### config.mk
export PLATFORM = sky130hd
export DESIGN_NAME = srlzr_tx_sched
export DESIGN_NICKNAME = d
export VERILOG_FILES = /design/src/rtl/srlzr_tx_sched.sv
export SDC_FILE = /design/constraint.sdc
export NUM_CORES = 1
export LEC_CHECK = 0
export ABC_AREA = 1
export BUFFER_PORTS_ARGS = -buffer_cell sky130_fd_sc_hd__buf_2
export CORE_ASPECT_RATIO = 1.25
export CORE_MARGIN = 3
export CORE_UTILIZATION = 44
export DETAILED_ROUTE_END_ITERATION = 6
export PLACE_DENSITY = 0.77
export SYNTH_ARGS = -nofsm -noshare
export SYNTH_HDL_FRONTEND = slang
export SYNTH_SLANG_ARGS = --single-unit
### constraint.sdc
create_clock -name clk -period 2.1 [get_ports clk]
set_clock_uncertainty 0.1 [all_clocks]
set_input_delay 0.525 -clock clk [delete_from_list [all_inputs] [get_ports clk]]
set_output_delay 0.525 -clock clk [all_outputs]
set_load 0.01 [all_outputs]
### src/rtl/srlzr_tx_sched.sv
// Round-robin scheduler feeding one shared LSB-first PISO serializer; SRLZR_TX_PARITY_EN adds an even-parity bit.
// Latency: handshake T, srl_load T+1, data bits T+2..T+1+DATA_WIDTH, then optional parity and GAP_CYCLES idle-high.
// Backpressure: req_ready is offered only in IDLE, so requests arriving while busy wait and are never dropped.
module srlzr_tx_sched #(
    parameter int DATA_WIDTH = 8,
    parameter int NUM_REQ    = 4,
    parameter int GAP_CYCLES = 2,
    localparam int ID_W      = (NUM_REQ > 1) ? $clog2(NUM_REQ) : 1
) (
    input  logic                          clk,
    input  logic                          rst,
    input  logic [NUM_REQ-1:0]            req_valid,
    input  logic [NUM_REQ*DATA_WIDTH-1:0] req_data,
    output logic [NUM_REQ-1:0]            req_ready,
    output logic [DATA_WIDTH-1:0]         srl_data,
    output logic                          srl_load,
    output logic                          srl_shift,
    input  logic                          srl_bit,
    output logic                          tx_out,
    output logic                          tx_en,
    output logic [ID_W-1:0]               grant_id,
    output logic                          busy,
    output logic                          frame_done
);
    localparam int CNT_MAX  = (DATA_WIDTH > GAP_CYCLES) ? DATA_WIDTH : GAP_CYCLES;
    localparam int CW       = (CNT_MAX > 1) ? $clog2(CNT_MAX) : 1;
    localparam int GAP_LAST = (GAP_CYCLES > 0) ? GAP_CYCLES - 1 : 0;

    localparam logic [2:0] ST_IDLE   = 3'd0;
    localparam logic [2:0] ST_LOAD   = 3'd1;
    localparam logic [2:0] ST_SHIFT  = 3'd2;
    localparam logic [2:0] ST_GAP    = 3'd4;
`ifdef SRLZR_TX_PARITY_EN
    localparam logic [2:0] ST_PARITY = 3'd3;
`endif
    // Where a frame goes once its last bit is out: GAP, or straight back to IDLE when there is no gap.
    localparam logic [2:0] ST_POST   = (GAP_CYCLES > 0) ? ST_GAP : ST_IDLE;

    logic [2:0]      state;
    logic [ID_W-1:0] rr_ptr;
    logic [CW-1:0]   cnt;
    logic [ID_W-1:0] win;
    logic            found;

    // First valid requester scanning upward from rr_ptr, wrapping at NUM_REQ.
    always_comb begin
        int idx;
        idx   = 0;
        win   = '0;
        found = 1'b0;
        for (int k = 0; k < NUM_REQ; k++) begin
            idx = int'(rr_ptr) + k;
            if (idx >= NUM_REQ) idx = idx - NUM_REQ;
            if (!found && req_valid[idx]) begin
                found = 1'b1;
                win   = ID_W'(idx);
            end
        end
    end

    always_comb begin
        req_ready = '0;
        for (int i = 0; i < NUM_REQ; i++) begin
            req_ready[i] = (state == ST_IDLE) && found && (win == ID_W'(i));
        end
    end

    always_ff @(posedge clk) begin
        if (rst) begin
            state      <= ST_IDLE;
            rr_ptr     <= '0;
            cnt        <= '0;
            srl_data   <= '0;
            grant_id   <= '0;
            frame_done <= 1'b0;
        end else begin
            frame_done <= 1'b0;
            case (state)
                ST_IDLE: begin
                    if (found) begin
                        srl_data <= req_data[int'(win)*DATA_WIDTH +: DATA_WIDTH];
                        grant_id <= win;
                        rr_ptr   <= (win == ID_W'(NUM_REQ - 1)) ? '0 : win + 1'b1;
                        state    <= ST_LOAD;
                    end
                end
                ST_LOAD: begin
                    cnt   <= '0;
                    state <= ST_SHIFT;
                end
                ST_SHIFT: begin
                    if (cnt == CW'(DATA_WIDTH - 1)) begin
                        cnt <= '0;
`ifdef SRLZR_TX_PARITY_EN
                        state <= ST_PARITY;
`else
                        frame_done <= 1'b1;
                        state      <= ST_POST;
`endif
                    end else begin
                        cnt <= cnt + 1'b1;
                    end
                end
`ifdef SRLZR_TX_PARITY_EN
                ST_PARITY: begin
                    frame_done <= 1'b1;
                    state      <= ST_POST;
                end
`endif
                ST_GAP: begin
                    if (cnt == CW'(GAP_LAST)) begin
                        cnt   <= '0;
                        state <= ST_IDLE;
                    end else begin
                        cnt <= cnt + 1'b1;
                    end
                end
                default: state <= ST_IDLE;
            endcase
        end
    end

    assign srl_load  = (state == ST_LOAD);
    assign srl_shift = (state == ST_SHIFT);
    assign busy      = (state != ST_IDLE);
`ifdef SRLZR_TX_PARITY_EN
    assign tx_en  = (state == ST_SHIFT) || (state == ST_PARITY);
    assign tx_out = (state == ST_SHIFT)  ? srl_bit :
                    (state == ST_PARITY) ? ^srl_data : 1'b1;
`else
    assign tx_en  = (state == ST_SHIFT);
    assign tx_out = (state == ST_SHIFT) ? srl_bit : 1'b1;
`endif

endmodule

==> results of run 1 <==
layer usage:
layer  vias up  track usage, %  part of all wire (%)  routed length [um]
met2        52           40.20                    54                2193
met4         0           5.412                  0.66                  27
li1        926               -                     -                   -
met3         2           3.467                   5.5                 223
met1       797           21.24                    40                1638
met5         -               0                     0                   0
flip-flops by register name, indices dropped and copies added, names as in the netlist:
signal and count:
srl_data 8, frame_done 1, state 3, rr_ptr 2, grant_id 2, cnt 3
layout make-up:
cell class	instances	area [um^2]
clock inverters	1	5.005
well taps	36	45.04
fillers	249	744.5
clock buffers	3	22.52
repair buffers	90	594.3
multi-input cells	180	1057
flip-flops and latches	19	385.4
inverters	43	201.4
worst min-delay path by stage:
| stage | depth (start not counted) | startpoint | to | slack (ns) |
|---|---|---|---|---|
| after floorplan | 2 | cnt[2] | cnt[2] | 0.36 |
| after global placement | 2 | grant_id[1] | grant_id[1] | 0.36 |
| after detailed placement | 2 | grant_id[1] | grant_id[1] | 0.37 |
| after CTS | 2 | grant_id[1] | grant_id[1] | 0.39 |
| after global routing | 2 | grant_id[1] | grant_id[1] | 0.40 |
| final | 2 | grant_id[1] | grant_id[1] | 0.39 |
worst reg2reg max path: stages (launching register included):
cell	delay, ns
dfxtp_4	0.39
buf_12	0.15
nand2_4	0.08
nand3_2	0.11
nand2_2	0.10
inv_2	0.05
nand2_2	0.07
or2_4	0.14
nand2_8	0.07
buf_4	0.14
buf_6	0.10
buf_4	0.13
buf_4	0.13
nor2_4	0.13
nand3_1	0.10
nand2_1	0.07
nor2_1	0.03
cell families after synthesis:
kind of cell | Yosys count | share of synthesized area [%]
AND/OR/NAND/NOR | 161 | 49.75
buffers and inverters | 50 | 15.67
flip-flops | 19 | 25.89
AO/OA/AOI/OAI | 16 | 6.133
adder cells (fa/ha/maj) | 3 | 2.556
report_power, final:
| group | internal, mW | switching [mW] |
|---|---|---|
| sequential | 0.486 | 0.0821 |
| combinational | 1.46 | 1.78 |
| clock | 0.0710 | 0.123 |
| total | 2.01 | 1.99 |
per-stage QoR:
step	cell area [um^2]	hold slack, ns	power [mW]	instances	setup slack [ns]
after global routing	2311	0.4045	4.370	372	-0.5384
after CTS	2190	0.3884	3.771	369	-0.4080
final	2311	0.3879	4.003	372	-0.4410
after floorplan	1580	0.3603	2.464	249	-0.03342
after global placement	2061	0.3615	3.326	361	-0.3179
after detailed placement	2061	0.3690	3.347	361	-0.3376
repair_timing:
item                                    in CTS  in global routing
pin swaps                                    9                 16
setup buffers                                4                  3
endpoints found under the setup margin       4                 11
gates resized for setup                     19                 27
synth_stat cells:
| master | number |
|---|---|
| or2_2 | 1 |
| nand2_4 | 1 |
| o21ai_1 | 2 |
| a2bb2oi_1 | 1 |
| inv_2 | 3 |
| inv_1 | 38 |
| a211oi_1 | 1 |
| ha_1 | 3 |
| nor2_2 | 10 |
| nor3_1 | 2 |
| nor2_1 | 40 |
| nand2_2 | 6 |
| nand2_8 | 1 |
| inv_4 | 2 |
| o21a_1 | 1 |
| a31oi_1 | 1 |
| buf_4 | 4 |
| o21ai_0 | 3 |
| nor2_4 | 2 |
| nand3_1 | 25 |
| dfxtp_1 | 19 |
| a21oi_1 | 7 |
| nand2_1 | 71 |
| buf_6 | 3 |
| or2_4 | 1 |
| nand3_2 | 1 |
==> results.json, run 1 <==
{
  "yosysTopAreaCellShare_pct": 25.89,
  "status": "finished with violations",
  "endpoint_kind": "output port",
  "grt_start_max_net_pins": 19,
  "die-area_um2": 4072,
  "maxCapViolCount": 0,
  "cp_top_family": "simple AND/OR/NAND/NOR gates",
  "io_buffers": 58,
  "ios": 59,
  "drc": 0,
  "cts.hold.buffers_added": 0,
  "cts.htree.levels": 1,
  "grt_use_total_pct": 20.34,
  "grt_pass1_wl_um": 6734,
  "ff2ff_setup_slack_ns": -0.07,
  "avgSynthCellArea_um2": 5.899,
  "r2r-start": "rr_ptr[0]",
  "critical_path_cell_count": 13,
  "maxSlewViolCount": 0,
  "grt_pass1_vias": 1698,
  "clk_path_buf_depth": 2,
  "antenna_found_initial": 0,
  "core_area_um2": 3055,
  "violations": "setup timing",
  "initial_core_util_pct": 48.08,
  "synth_area_leaders": "dfxtp_1 26%, nand2_1 18%, nor2_1 10%",
  "vias": 1777,
  "firstDrtPassIters": 4,
  "ir_drop_uv": 1288,
  "cts_tree": "yes",
  "synth-seq-cells": 19,
  "yosysSeqAreaShare_pct": 25.89,
  "setup_viol": 11,
  "synth.distinct_cells": 26,
  "arrival_ns": 1.92,
  "setup.worst_path.end": "req_ready[3]",
  "clkSlewWorstSetupHoldPaths_ns": 0.11,
  "rsz0062_at_grt": "true",
  "ys_warn_count": 0,
  "insertion_delay_ns": 0.30,
  "wl_um": 4083,
  "fp.dieW_um": 57.68,
  "setup_tns_ns": -2.056,
  "drive_gt1_share_pct": 47.92,
  "ff2ff_path_depth": 16,
  "slowest_stage": "dfxtp_4",
  "final_common_cell": "buf_2",
  "post-route-period-util_pct": 121.0,
  "cts.sinks": 19,
  "worstPathMaxFanout": 8,
  "min_path_type": "reg2reg",
  "synthCells": 249,
  "initialDrtViolationCount": 51,
  "syn-num-nets": 291,
  "dpl.hpwl_um": 3066,
  "cpPeakStageDelay_ns": 0.39,
  "gr-total-overflow": 0,
  "crit_start": "rr_ptr[0]",
  "synth_top_cell_by_area": "dfxtp_1",
  "hold_viol": 0,
  "cp_num_buf_inv": 3,
  "max_freq_ghz": 0.3936,
  "synth_area_um2": 1469,
  "fin_ws_ns": -0.4410,
  "antenna_left": 0,
  "post-route-min-period_ns": 2.541,
  "worst_slew_pin_slew_ns": 0.3469,
  "antennaDiodeCount": 0,
  "viasPerCell": 4.777,
  "area_growth_pct": 57.33,
  "root_buffer": "clkbuf_4",
  "required_ns": 1.47,
  "cts_made_buffers": 3,
  "startpoint_type": "flop",
  "fin_util_pct": 75.63,
  "layout_common_cells": "55 x buf_2, 52 x nand2_1, 37 x nor2_1, 31 x inv_1, 27 x buf_4",
  "critPathKind": "reg2out",
  "finish.net_count": 379,
  "rows": 22,
  "path_cells": "buf_12 > nand2_4 > nand2_4 > nand2_2 > nand2_2 > nor2_4 > nand2_2 > or2_4 > nand2_8 > nor2_4 > inv_2 > nor2_4 > buf_6",
  "powerDensity_nw_per_um2": 1732,
  "slew_headroom_pct": 76.70,
  "r2r-end": "srl_data[1]",
  "die_y_um": 70.60,
  "place.gp.congestion": 0.8725,
  "leakagePower_nw": 1.288,
  "avgRoutedWirePerCell_um": 10.98
}
No activity file was read; power rests on OpenSTA's default activity.
==> run 2, diff against run 1 <==
--- a/config.mk
+++ b/config.mk
@@ -9,9 +9,10 @@
 export BUFFER_PORTS_ARGS = -buffer_cell sky130_fd_sc_hd__buf_2
 export CORE_ASPECT_RATIO = 1.25
 export CORE_MARGIN = 3
-export CORE_UTILIZATION = 44
+export CORE_UTILIZATION = 48
 export DETAILED_ROUTE_END_ITERATION = 6
-export PLACE_DENSITY = 0.77
+export PLACE_DENSITY = 0.79
+export SETUP_SLACK_MARGIN = 0.5
 export SYNTH_ARGS = -nofsm -noshare
 export SYNTH_HDL_FRONTEND = slang
 export SYNTH_SLANG_ARGS = --single-unit
==> constraint.sdc (replaced) <==
create_clock -name clk -period 2.4 [get_ports clk]
set_clock_uncertainty 0.1 [all_clocks]
set_input_delay 0.6 -clock clk [delete_from_list [all_inputs] [get_ports clk]]
set_output_delay 0.6 -clock clk [all_outputs]
set_load 0.01 [all_outputs]
==> run 2 against run 1 <==
Compared with the run above:
- sequential power down 8.5%
- flip-flop and latch count unchanged
- first-iteration DRC count grew 39%
- clock power is 15% lower
- non-clock buffer count shrank 2
- worst setup slack gained 0.22 ns
- highest routed layer unchanged
- cell count is 1.1% lower
- core utilization up 9.0 points
- the flow still finishes with violations (setup timing)
==> results.json, run 2 (synthesis gave the netlist of run 1 again) <==
{
  "gr-total-overflow": 0,
  "cp_top_family": "simple AND/OR/NAND/NOR gates",
  "rsz0062_at_grt": "true",
  "insertion_delay_ns": 0.30,
  "violations": "setup timing",
  "cts_made_buffers": 3,
  "worst_slew_pin_slew_ns": 0.3765,
  "grt_pass1_wl_um": 6851,
  "grt_use_total_pct": 22.60,
  "hold_viol": 0,
  "final_cells": 368,
  "cts.hold.buffers_added": 0,
  "dpl.hpwl_um": 2844,
  "firstDrtPassIters": 4,
  "min_path_type": "reg2reg",
  "place.gp.congestion": 0.8371,
  "required_ns": 1.70,
  "cp_common_cell": "nand2_2",
  "dp_cells": 349,
  "cts.sinks": 19,
  "largest_reg_flops": 8,
  "die-area_um2": 3764,
  "viasPerCell": 4.861,
  "critPathKind": "reg2out",
  "cp_num_buf_inv": 4,
  "post-route-period-util_pct": 109.2,
  "setup_viol": 4,
  "holdWs_ns": 0.3810,
  "antenna_found_initial": 0,
  "ios": 59,
  "clkSlewWorstSetupHoldPaths_ns": 0.11,
  "leakagePower_nw": 1.298,
  "hold_depth": 2,
  "swShare_pct": 49.72,
  "path_cells": "buf_12 > nand2_2 > nand3_1 > nand2_1 > inv_1 > nand2_2 > nor2_2 > nor2_4 > inv_4 > nor3_4 > buf_2",
  "ir_drop_uv": 1274,
  "worstPathMaxFanout": 8,
  "cpPeakStageDelay_ns": 0.39,
  "combPwrFrac_pct": 82.0,
  "ff2ff_path_depth": 16,
  "root_buffer": "clkbuf_4",
  "grt_pass1_vias": 1644,
  "powerDensity_nw_per_um2": 1600,
  "maxCapViolCount": 0,
  "final_common_cell": "nand2_1",
  "grt_start_max_net_pins": 19,
  "slowest_stage": "dfxtp_4",
  "slew_headroom_pct": 74.90,
  "initial_core_util_pct": 52.25,
  "layout_common_cells": "54 x nand2_1, 52 x buf_2, 33 x nor2_1, 32 x inv_1, 21 x buf_4",
  "setup_tns_ns": -0.8540,
  "largest_registers": "srl_data: 8 flops, cnt: 3 flops, state: 3 flops",
  "endpoint_kind": "output port",
  "io_buffers": 58,
  "core_area_um2": 2811,
  "maxSlewViolCount": 0,
  "seqPwrFrac_pct": 13.7,
  "pre_cts_slack_ns": -0.1848,
  "drive_gt1_share_pct": 49.10,
  "post-route-min-period_ns": 2.620,
  "finish.net_count": 377,
  "fin_area_um2": 2379,
  "startpoint_type": "flop",
  "rows": 21,
  "cts_tree": "yes",
  "die_y_um": 67.85,
  "wl_um": 4422,
  "drc": 0,
  "initialDrtViolationCount": 71,
  "arrival_ns": 1.92,
  "fp.dieW_um": 55.48,
  "p_int_mw": 1.914,
  "clk_path_buf_depth": 2,
  "p_switching_mw": 1.892,
  "top_register": "srl_data",
  "antennaDiodeCount": 0,
  "status": "finished with violations",
  "vias": 1789,
  "area_growth_pct": 61.92,
  "postPlaceCellArea_um2": 1973,
  "fin_ws_ns": -0.2204,
  "cts.htree.levels": 1,
  "avgRoutedWirePerCell_um": 12.02,
  "critical_path_cell_count": 11,
  "max_freq_ghz": 0.3816,
  "fillers": 194,
  "antenna_left": 0,
  "clock_power_share_pct": 4.3
}
run 2: cell types whose count changed in the layout (fill, tap and decap cells not counted), sizes merged:
cell,before,now
buf,90,88
run 2: final cells by class:
class / instances / area (um^2) / share of cell area (%)
well taps: 34 / 42.54 / 1.789
flip-flops and latches: 19 / 390.4 / 16.41
inverters: 43 / 211.5 / 8.890
repair buffers: 88 / 628.1 / 26.41
clock buffers: 3 / 22.52 / 0.9469
multi-input cells: 180 / 1079 / 45.34
clock inverters: 1 / 5.005 / 0.2104
run 2: power groups by stage:
stage | registers (mW) | logic (mW) | clock network (mW)
final | 0.520 | 3.12 | 0.165
after global routing | 0.530 | 3.40 | 0.180
after CTS | 0.501 | 2.80 | 0.170
after detailed placement | 0.487 | 2.29 | 0
after global placement | 0.485 | 2.26 | 0
after floorplan | 0.517 | 1.66 | 0
run 2: final timing paths:
check               from            to  slack [ns]
max            rr_ptr[0]  req_ready[1]       -0.22
min          grant_id[1]   grant_id[1]        0.38
max reg2reg    rr_ptr[0]   srl_data[6]        0.20
min reg2reg  grant_id[1]   grant_id[1]        0.38
run 2: tightest hold or removal path: cells and delay by family, from the launching register on:
family             cells  cell delay (ns)
AOI/OAI and AO/OA      1             0.05
DFF                    1             0.33
and+or+nand+nor        1             0.06
run 2: timing repair:
item                       4_1_cts  5_1_grt
buffers inserted                 9        5
gates resized for setup         36       32
gates cloned                     1        0
setup endpoints to repair       15       20
pin swaps                       11        9
run 2: per-stage QoR:
step           total power [mW]  utilization [%]
6_report                  3.806            84.60
5_1_grt                   4.111            84.60
4_1_cts                   3.470            79.17
3_5_place_dp              2.779            70.18
3_3_place_gp              2.745            70.18
2_1_floorplan             2.176                -
run 2: routing by layer:
layer / up-vias / global-route usage [%] / wire length [um]
li1: 921 / - / -
met1: 808 / 24.42 / 1667
met2: 56 / 45.86 / 2543
met3: 4 / 3.774 / 177
met4: 0 / 5.167 / 33
met5: - / 0 / 0
